### config.mk
export PLATFORM = sky130hd
export DESIGN_NAME = data_lane_destriper_flat
export DESIGN_NICKNAME = d
export VERILOG_FILES = /design/src/rtl/data_lane_destriper_if.sv /design/src/rtl/data_lane_destriper.sv /design/src/flat_wrapper.sv
export SDC_FILE = /design/constraint.sdc
export NUM_CORES = 1
export LEC_CHECK = 0
export CORE_MARGIN = 2
export CORE_UTILIZATION = 40
export CTS_CLUSTER_SIZE = 40
export DETAILED_ROUTE_END_ITERATION = 6
export GPL_TIMING_DRIVEN = 0
export PLACE_DENSITY = 0.71
export SLEW_MARGIN = 20
export SYNTH_ARGS = -nofsm -noshare
export SYNTH_HDL_FRONTEND = slang
export SYNTH_SLANG_ARGS = --single-unit
### constraint.sdc
create_clock -name clk_i -period 2.45 [get_ports clk_i]
set_clock_uncertainty 0.1 [all_clocks]
set_input_delay 0.49 -clock clk_i [delete_from_list [all_inputs] [get_ports clk_i]]
set_output_delay 0.49 -clock clk_i [all_outputs]
set_load 0.03 [all_outputs]
### src/rtl/data_lane_destriper_if.sv
// Handshake bundle between the lane-aligned striped input side and the
// serialized output side of data_lane_destriper.
interface data_lane_destriper_if #(
    parameter int NUM_LANES  = 4,
    parameter int DATA_WIDTH = 8
);
    logic [NUM_LANES-1:0][DATA_WIDTH-1:0] striped_data_i;
    logic                                 striped_data_valid_i;
    logic                                 striped_data_ready_o;
    logic [NUM_LANES-1:0]                 lane_enable_i;
    logic [DATA_WIDTH-1:0]                destriped_data_o;
    logic                                 destriped_data_valid_o;
    logic                                 destriped_data_ready_i;
    logic                                 set_done_o;
    logic                                 lane_cfg_err_o;

    modport slave (
        input  striped_data_i, striped_data_valid_i, lane_enable_i, destriped_data_ready_i,
        output striped_data_ready_o, destriped_data_o, destriped_data_valid_o,
               set_done_o, lane_cfg_err_o
    );

    modport master (
        output striped_data_i, striped_data_valid_i, lane_enable_i, destriped_data_ready_i,
        input  striped_data_ready_o, destriped_data_o, destriped_data_valid_o,
               set_done_o, lane_cfg_err_o
    );
endinterface

### src/rtl/data_lane_destriper.sv
// Captures one lane-aligned symbol set and serializes lanes 0..K-1 onto a
// single ready/valid output, accepting the next set on the last handshake.
//
// state    | meaning
// ---------+---------------------------------------------
// ST_IDLE  | no symbols buffered, ready for a new set
// ST_DRAIN | buffered symbols remain to be output
module data_lane_destriper #(
    parameter int NUM_LANES  = 4,
    parameter int DATA_WIDTH = 8
) (
    input  logic                   clk_i,
    input  logic                   rst_i,
    data_lane_destriper_if.slave   bus
);
    localparam int CW = $clog2(NUM_LANES + 1);

    typedef enum logic {
        ST_IDLE  = 1'b0,
        ST_DRAIN = 1'b1
    } state_t;

    state_t                               state_q, state_d;
    logic [CW-1:0]                        rd_ptr_q, rd_ptr_d;
    logic [CW-1:0]                        k_q, k_d;
    logic [NUM_LANES-1:0][DATA_WIDTH-1:0] buf_q, buf_d;

    logic [CW-1:0]         k_in;
    logic                  run;
    logic                  out_valid;
    logic [DATA_WIDTH-1:0] out_data;
    logic                  out_hs;
    logic                  last_sym;
    logic                  in_ready;
    logic                  in_fire;
    logic                  capture;

    // Active lane count: ones above the first zero do not count.
    always_comb begin
        k_in = '0;
        run  = 1'b1;
        for (int i = 0; i < NUM_LANES; i++) begin
            if (run && bus.lane_enable_i[i]) begin
                k_in = CW'(i + 1);
            end else begin
                run = 1'b0;
            end
        end
    end

    always_comb begin
        out_valid = !rst_i && (state_q == ST_DRAIN);
        out_data  = '0;
        for (int i = 0; i < NUM_LANES; i++) begin
            if (out_valid && (rd_ptr_q == CW'(i))) begin
                out_data = buf_q[i];
            end
        end
        out_hs   = out_valid && bus.destriped_data_ready_i;
        last_sym = (rd_ptr_q + CW'(1)) == k_q;
        in_ready = !rst_i && ((state_q == ST_IDLE) || (out_hs && last_sym));
        in_fire  = bus.striped_data_valid_i && in_ready;
        capture  = in_fire && (k_in != '0);
    end

    always_comb begin
        state_d  = state_q;
        rd_ptr_d = rd_ptr_q;
        k_d      = k_q;
        buf_d    = buf_q;
        if (out_hs) begin
            if (last_sym) begin
                state_d  = ST_IDLE;
                rd_ptr_d = '0;
            end else begin
                rd_ptr_d = rd_ptr_q + CW'(1);
            end
        end
        // A capture on the final handshake overrides the return to idle.
        if (capture) begin
            state_d  = ST_DRAIN;
            rd_ptr_d = '0;
            k_d      = k_in;
            for (int i = 0; i < NUM_LANES; i++) begin
                if (CW'(i) < k_in) begin
                    buf_d[i] = bus.striped_data_i[i];
                end
            end
        end
    end

    always_ff @(posedge clk_i) begin
        if (rst_i) begin
            state_q  <= ST_IDLE;
            rd_ptr_q <= '0;
            k_q      <= '0;
            buf_q    <= '0;
        end else begin
            state_q  <= state_d;
            rd_ptr_q <= rd_ptr_d;
            k_q      <= k_d;
            buf_q    <= buf_d;
        end
    end

    assign bus.striped_data_ready_o   = in_ready;
    assign bus.destriped_data_o       = out_data;
    assign bus.destriped_data_valid_o = out_valid;
    assign bus.set_done_o             = out_hs && last_sym;
    assign bus.lane_cfg_err_o         = in_fire && (k_in == '0);
endmodule

### src/flat_wrapper.sv
// flat-port wrapper written by rule: the top's interface ports become plain ports
module data_lane_destriper_flat 
#(
    parameter int NUM_LANES  = 4,
    parameter int DATA_WIDTH = 8
)
  (clk_i, rst_i, bus_striped_data_i, bus_striped_data_valid_i, bus_lane_enable_i, bus_destriped_data_ready_i, bus_striped_data_ready_o, bus_destriped_data_o, bus_destriped_data_valid_o, bus_set_done_o, bus_lane_cfg_err_o);
  data_lane_destriper_if #(.NUM_LANES(NUM_LANES), .DATA_WIDTH(DATA_WIDTH)) bus_i ();
  input  logic clk_i;
  input  logic rst_i;
  input wire logic [$bits(bus_i.striped_data_i)-1:0] bus_striped_data_i;
  input wire logic [$bits(bus_i.striped_data_valid_i)-1:0] bus_striped_data_valid_i;
  input wire logic [$bits(bus_i.lane_enable_i)-1:0] bus_lane_enable_i;
  input wire logic [$bits(bus_i.destriped_data_ready_i)-1:0] bus_destriped_data_ready_i;
  output wire logic [$bits(bus_i.striped_data_ready_o)-1:0] bus_striped_data_ready_o;
  output wire logic [$bits(bus_i.destriped_data_o)-1:0] bus_destriped_data_o;
  output wire logic [$bits(bus_i.destriped_data_valid_o)-1:0] bus_destriped_data_valid_o;
  output wire logic [$bits(bus_i.set_done_o)-1:0] bus_set_done_o;
  output wire logic [$bits(bus_i.lane_cfg_err_o)-1:0] bus_lane_cfg_err_o;
  assign bus_i.striped_data_i = bus_striped_data_i;
  assign bus_i.striped_data_valid_i = bus_striped_data_valid_i;
  assign bus_i.lane_enable_i = bus_lane_enable_i;
  assign bus_i.destriped_data_ready_i = bus_destriped_data_ready_i;
  assign bus_striped_data_ready_o = bus_i.striped_data_ready_o;
  assign bus_destriped_data_o = bus_i.destriped_data_o;
  assign bus_destriped_data_valid_o = bus_i.destriped_data_valid_o;
  assign bus_set_done_o = bus_i.set_done_o;
  assign bus_lane_cfg_err_o = bus_i.lane_cfg_err_o;
  data_lane_destriper #(.NUM_LANES(NUM_LANES), .DATA_WIDTH(DATA_WIDTH)) u_core (.clk_i(clk_i), .rst_i(rst_i), .bus(bus_i));
endmodule
# [Yosys cells after proc, flatten, opt, wreduce, memory -nomap -nowiden]
# Index checks and enable logic that the tools add are counted.
[op_classes] add_sub_neg=1 magnitude_cmp=4 n_eq_ne=4 n_mux=15 bitwise_logic=1 n_reduce_logical=27
[ops] operator="8-bit two-way mux" n=4
[ops] operator="1-bit logical AND" n=14
[ops] operator="3-bit two-way mux" n=4
[ops] operator="2-bit AND reduction" n=5
[ops] operator="1-bit two-way mux" n=7
[ops] operator="3-bit by 2-bit equality test with 1-bit output, second input constant" n=2
[ops] operator="3-bit logical NOT" n=2
[ops] operator="1-bit by 3-bit less-than comparator with 1-bit output, first input constant" n=2
[ops] operator="2-bit by 3-bit less-than comparator with 1-bit output, first input constant" n=2
[ops] operator="2-bit nonzero test" n=2
[ops] operator="3-bit by 1-bit adder with 3-bit output, second input constant" n=1
[ops] operator="3-bit by 1-bit equality test with 1-bit output, second input constant" n=1
[ops] operator="3-bit equality test" n=1
[ops] operator="3-bit nonzero test" n=1
[ops] operator="2-bit OR reduction" n=1
[ops] operator="1-bit logical NOT" n=1
[ops] operator="1-bit logical OR" n=1
[ops] operator="1-bit inverter" n=1
[totals] register_bits=39 output_inout_bits=12 wordCells=59

# [Logic depth before layout (Yosys ltp)]
# Gate-level depths: netlist (run 1).
[logic_depth] depth_word=11 ltp_mapped=7 ltp_nobuf=6

# [Worst setup path before layout (run 1)]
# OpenSTA, ideal clock, no wires.
[synth_timing] path_type="register -> output" start="register u_core.rd_ptr_q[0]" end="output bus_lane_cfg_err_o" arrival_time_ns=2.677 required_time_ns=1.860 slack_ns=-0.817 path_stages_with_launch=7 n_path_buf=1 path_cell_list="dfxtp_1 > inv_1 > ha_1 > xor2_1 > o41a_1 > buf_2 > nor4b_1"
[synth_via] elab_chain_cells=7
[synth_rtl] element="from (decl)" line="data_lane_destriper.sv:24" rtl="logic [CW-1:0] rd_ptr_q, rd_ptr_d;"
[synth_rtl] element="from (signal assigned)" line="data_lane_destriper.sv:100" rtl="rd_ptr_q <= rd_ptr_d;"
[synth_rtl] element="3-bit by 1-bit adder with 3-bit output" line="data_lane_destriper.sv:60" rtl="last_sym = (rd_ptr_q + CW'(1)) == k_q;"
[synth_rtl] element="3-bit equality test" line="data_lane_destriper.sv:60"
[synth_rtl] element="1-bit logical AND" line="data_lane_destriper.sv:61" rtl="in_ready = !rst_i && ((state_q == ST_IDLE) || (out_hs && last_sym));"
[synth_rtl] element="1-bit logical OR" line="data_lane_destriper.sv:61"
[synth_rtl] element="1-bit logical AND" line="data_lane_destriper.sv:61"
[synth_rtl] element="1-bit logical AND" line="data_lane_destriper.sv:62" rtl="in_fire = bus.striped_data_valid_i && in_ready;"
[synth_rtl] element="1-bit logical AND" line="data_lane_destriper.sv:110" rtl="assign bus.lane_cfg_err_o = in_fire && (k_in == '0);"
[synth_rtl] element="to (decl)" line="flat_wrapper.sv:19" rtl="output wire logic [$bits(bus_i.lane_cfg_err_o)-1:0] bus_lane_cfg_err_o;"
# Every way passes these cells.

# [Worst setup path after layout (run 1)]
# Same ends and word-level chain as after synthesis.

==> results_dict.tcl, run 1 <==
set metrics [dict create \
    status "complete, but fails checks" \
    violations "setup timing" \
    worstHoldPathType "reg -> reg" \
    slowest_delay_ns 0.46 \
    netlist_area_um2 1970 \
    cp_max_fo 5 \
    synth_common_cells "a21oi_1, o21ai_0, dfxtp_1, nand3_1, nand2_1" \
    slew_headroom_pct 57.1 \
    criticalPathCategory "reg -> out" \
    seq_area_frac_synth_pct 39.6 \
    final_cell_area_um2 3060 \
    initial_utilization_pct 41.7 \
    worstPathArrival_ns 2.16 \
    ys_top_cells_by_area "dfxtp_1, a21oi_1, o21ai_0" \
    clock-sinks 39 \
    end_kind "output port" \
    io-pin-count 52 \
    wl_um 6380 \
    ys_ff_latch 39 \
    place_area_um2 2680 \
    die_w_um 74.2 \
    area_growth_pct 55.3 \
    grt_usage_pct 23.6 \
    crit_top_cell "buf_6" \
    crit_slowest_cell "o41a_1" \
    io_buffers 51 \
    grt_pass1_wl_um 9820 \
    ys.flop_type "dfxtp_1" \
    vias 2181 \
    wl_per_cell_um 16.2 \
    diodes 0 \
    synth_fp_nets 300 \
    die-area_um2 5500 \
    antenna_found_initial 0 \
    clk_pin_slew_ns 0.08 \
    firstDrtPassIters 4 \
    max_cap_viol_count 0 \
    clkLatencyLatePin_ns 0.29 \
    htree_levels 2 \
    power_mw 1.47 \
    drv_slew 0 \
    critPathLaunchType "flip-flop" \
    fill_cells 381 \
    ant_nets 0 \
    final_util_pct 64.8 \
    clock_path_buffers 2 \
    synth_area_per_cell_um2 7.72 \
    drc_errors 0 \
    worstPathRequired_ns 1.86 \
    synth_top_area_share_pct 39.6 \
    synth_largest_area_cell "dfxtp_1" \
    coreArea_um2 4720 \
    ir_drop_v 0.000297 \
    pwr_density_cell_nw_per_um2 480 \
    tightest_slew_ns 0.644 \
    yosysMostFrequentCell "a21oi_1" \
    numCtsBuffers 5 \
    timing.fmax_ghz 0.364 \
    fin_crit_sh_pct 112 \
    hold_violations 0 \
    synthDistinctLibCells 34 \
    grt_max_degree 13 \
    ys_warn_count 0 \
    vias_per_cell 5.52 \
    drtIter0Drc 120 \
    overflow 0 \
    crit_chain "inv_4 > ha_4 > xor2_4 > o41a_1 > buf_6 > nor4b_4 > buf_6" \
    drive_above_1_share_pct 24.1 \
    final_nets 372 \
    finalSetupViolCount 11 \
    gp_congestion 0.863 \
    die_h_um 74.2 \
    hold_buffers 0 \
    setup_ws_ns -0.298 \
    synth-async-reset-ratio_pct 0 \
    post-dp-hpwl_um 4320 \
    grt_pass1_vias 2029 \
    cts_tree "done" \
    cellLeakagePower_nw 1.08 \
    fp-row-count 25 \
    fin_crit_ns 2.75 \
    grt_setup_unrepaired "yes" \
    root_buffer "clkbuf_8" \
    synth_cells 255 \
    synth_edf_count 0 \
]
where the power goes:
group,switching [mW],leakage [nW],total (mW),internal (mW)
clock,0.234,0.0636,0.600,0.366
combinational,0.101,0.702,0.215,0.113
sequential,0.00888,0.318,0.653,0.644
total,0.344,1.08,1.47,1.12
per-stage QoR:
stage               hold slack, ns  setup slack (ns)  setup TNS, ns  instances
floorplan                    0.354            -0.104         -0.131        255
global placement             0.361            -0.989         -10.61        373
detailed placement           0.369            -0.994         -10.99        373
CTS                          0.379            -0.298          -1.80        387
global route                 0.407            -0.358          -1.89        395
finish                       0.379            -0.298          -1.18        395
placed cells by master (no fill, tap or decap), drive strengths merged, types with 2 or more instances in the layout:
cell and instances:
dfxtp 39, nand4 3, nand2 21, xnor2 2, and3 2, a22oi 9
a21oi 44, buf 35, nand3b 2, o21ai 41, a21boi 2, inv 4
nand3 34, ha 5, clkdlybuf4s50 38, clkbuf 17, nor2 13
layout make-up:
class                           count  area [um2]  area share (%)
Multi-Input combinational cell    192        1250            40.8
Sequential cell                    39         790            25.8
Timing Repair Buffer               67         672            22.0
Buffer                             18         118            3.84
Clock buffer                        7        97.6            3.19
Tap cell                           67        83.8            2.74
Clock inverter                      1        30.0           0.982
Inverter                            4        20.0           0.654
cells by family (layout without fill, tap and decap cells):
| logic type | after synthesis | count (layout) | synth area share (%) |
|---|---|---|---|
| and+or+nand+nor | 84 | 84 | 21.0 |
| DFF | 39 | 39 | 39.6 |
| adders and majority gates | 5 | 5 | 3.18 |
| xor gates and xnor gates | 3 | 3 | 1.33 |
| AOI/OAI and AO/OA | 100 | 100 | 28.8 |
| buffers and inverters | 24 | 97 | 5.97 |
registers in the layout, summed over array words and instances, names as in the netlist:
| register | count |
|---|---|
| u_core.rd_ptr_q | 3 |
| u_core.state_q | 1 |
| u_core.k_q | 3 |
| u_core.buf_q | 32 |
worst max-delay path, delay by kind of cell (launching register included):
family / cells / cell delay (ns)
fa+ha+maj: 1 / 0.24
buf+inv: 3 / 0.38
compound gates: 1 / 0.46
simple gates: 1 / 0.22
flops: 1 / 0.42
xor+xnor: 1 / 0.15
routing by layer:
layer	share of wire, %	GRT usage (%)	vias to the layer above	wire length [um]
met2	50	40.2	84	3180
met3	5.9	5.28	7	376
li1	-	-	1061	-
met1	43	29.4	1029	2760
met5	0	0	-	0
met4	1.1	7.88	0	72
path summary, 6_finish.rpt:
kind	startpoint	end	slack, ns	cells after the start
setup reg to reg	u_core.rd_ptr_q[0]	u_core.buf_q[26]	0.05	9
hold / removal	u_core.buf_q[11]	u_core.buf_q[11]	0.38	2
hold reg to reg	u_core.buf_q[11]	u_core.buf_q[11]	0.38	2
setup / recovery	u_core.rd_ptr_q[0]	bus_lane_cfg_err_o	-0.30	7
what timing repair did:
action,in CTS,in global routing
endpoints found under the setup margin,12,41
pin swaps,3,7
gates resized for setup,66,64
cloned,1,0
setup buffers,7,8
Power figures use the tool's default switching activity.
==> run 2, diff against run 1 <==
MAX_ROUTING_LAYER = met4   (was not set)
PLACE_DENSITY = 0.69   (was 0.71)
clock period = 2.6 ns   (was 2.45 ns; I/O delays follow)
==> run 2 against run 1 <==
  * The run still ends with setup timing left
  * First-iteration DRC count up 53%
  * Via count decreased by 3.9%
  * Die area unchanged
  * Design area is 5.6% lower
  * Global-route usage up 0.26 points
==> results_dict.tcl, run 2 (same netlist as run 1, synthesis figures left out) <==
set metrics [dict create \
    status "complete, but fails checks" \
    violations "setup timing" \
    holdPathStages 2 \
    slowest_delay_ns 0.46 \
    clock-sinks 39 \
    fill_cells 432 \
    critPathLaunchType "flip-flop" \
    crit_chain "inv_4 > ha_4 > xor2_4 > o41a_1 > buf_6 > nor4b_4 > buf_6" \
    mostFrequentLayoutCells "a21oi_1, clkdlybuf4s50_1, dfxtp_1" \
    tightest_slew_ns 0.824 \
    wl_per_cell_um 15.6 \
    crit_buf_inv 3 \
    clk_pin_slew_ns 0.08 \
    criticalPathCategory "reg -> out" \
    root_buffer "clkbuf_8" \
    clock_path_buffers 2 \
    coreArea_um2 4720 \
    area_growth_pct 46.6 \
    io-pin-count 52 \
    fp-row-count 25 \
    grt_max_degree 12 \
    wl_um 6140 \
    pwr_density_cell_nw_per_um2 437 \
    initial_utilization_pct 41.7 \
    crit_top_cell "buf_6" \
    critical_path.top_delay_family "compound AO/OA/AOI/OAI gates" \
    io_buffers 51 \
    max_cap_viol_count 0 \
    drv_slew 0 \
    gp_congestion 0.887 \
    die_w_um 74.2 \
    end_kind "output port" \
    final_nets 370 \
    overflow 0 \
    ant_nets 0 \
    cp_max_fo 3 \
    final_common_cell "a21oi_1" \
    crit_slowest_cell "o41a_1" \
    die_h_um 74.2 \
    worst-path-stages 7 \
    antenna_found_initial 0 \
    timing.fmax_ghz 0.361 \
    ir_drop_v 0.000343 \
    worstPathArrival_ns 2.15 \
    grt_pass1_vias 1964 \
    drive_above_1_share_pct 19.9 \
    r2r_cells 8 \
    die-area_um2 5500 \
    htree_levels 2 \
    numCtsBuffers 5 \
    diodes 0 \
    worstPathRequired_ns 1.98 \
    vias 2095 \
    largest_register_ff_count 32 \
    firstDrtPassIters 4 \
    slew_headroom_pct 44.9 \
    reg_top3 "u_core.buf_q: 32 flops, u_core.k_q: 3 flops, u_core.rd_ptr_q: 3 flops" \
    finalSetupViolCount 4 \
    stdcell_count 393 \
    fin_crit_sh_pct 107 \
    worstHoldPathType "reg -> reg" \
    grt_setup_unrepaired "yes" \
    vias_per_cell 5.33 \
    cts_tree "done" \
    whs_ns 0.378 \
    grt_usage_pct 23.8 \
    largest-register "u_core.buf_q" \
    grt_pass1_wl_um 9580 \
    cellLeakagePower_nw 1.02 \
    setup_ws_ns -0.169 \
    drc_errors 0 \
    hold_violations 0 \
    drtIter0Drc 184 \
    fin_crit_ns 2.77 \
    dp.cells 373 \
    clkLatencyLatePin_ns 0.30 \
    post-dp-hpwl_um 4220 \
    rrSetupSlack_ns 0.18 \
]
run 2: changes by cell type in the layout (fill, tap and decap cells not counted), sizes merged:
cell / change
dlymetal6s2s: -1
clkdlybuf4s15: +2
bufinv: -1
buf: -4
clkbuf: +2
run 2: final timing paths:
check                                        start                  to
worst max-delay path            u_core.rd_ptr_q[0]  bus_lane_cfg_err_o
worst min-delay path              u_core.buf_q[14]    u_core.buf_q[14]
worst max register to register  u_core.rd_ptr_q[0]    u_core.buf_q[30]
worst min register to register    u_core.buf_q[14]    u_core.buf_q[14]
run 2: timing repair:
| item | CTS | global route |
|---|---|---|
| endpoints found under the setup margin | 12 | 11 |
| hold buffers | 0 | 0 |
| pin swaps | 4 | 1 |
| buffers inserted | 8 | 6 |
| resized for setup | 79 | 16 |
run 2: power breakdown:
part / switching (mW) / total [mW] / internal (mW) / leakage (nW)
sequential: 0.00778 / 0.615 / 0.607 / 0.318
clock: 0.215 / 0.457 / 0.242 / 0.0515
combinational: 0.0904 / 0.190 / 0.0993 / 0.651
total: 0.313 / 1.26 / 0.948 / 1.02
run 2: area by class of cell:
type | count | area (um2) | area share [%]
Inverter | 4 | 20.0 | 0.693
Tap cell | 67 | 83.8 | 2.90
Clock buffer | 8 | 100 | 3.47
Buffer | 18 | 109 | 3.77
Timing Repair Buffer | 65 | 593 | 20.5
Multi-Input combinational cell | 192 | 1190 | 41.3
Sequential cell | 39 | 790 | 27.3
run 2: through the flow:
| step | setup TNS (ns) | power [mW] | setup WS (ns) | utilization (%) | instance area, um2 |
|---|---|---|---|---|---|
| finish | -0.429 | 1.26 | -0.169 | 61.1 | 2890 |
| floorplan | -0.00627 | 0.706 | -0.00627 | - | 2040 |
| global placement | -8.92 | 0.801 | -0.921 | 55.7 | 2630 |
| detailed placement | -8.98 | 0.802 | -0.932 | 55.7 | 2630 |
| global route | -0.652 | 1.30 | -0.236 | 61.1 | 2890 |
| CTS | -0.521 | 1.26 | -0.176 | 60.0 | 2830 |
run 2: per-layer routing:
layer,wire length [um],GRT usage (%),part of all wire (%)
met1,2820,31.7,46
met2,2900,37.3,47
met3,350,3.12,5.7
met4,73,8.28,1.2
met5,0,-,0
run 2: worst reg2reg max path, delay by kind of cell (launching register included):
| kind | cells | cell delay, ns |
|---|---|---|
| and+or+nand+nor | 1 | 0.09 |
| DFF | 1 | 0.39 |
| adders and majority gates | 1 | 0.25 |
| buffers and inverters | 3 | 0.44 |
| xor gates and xnor gates | 1 | 0.16 |
| AOI/OAI and AO/OA | 2 | 0.91 |
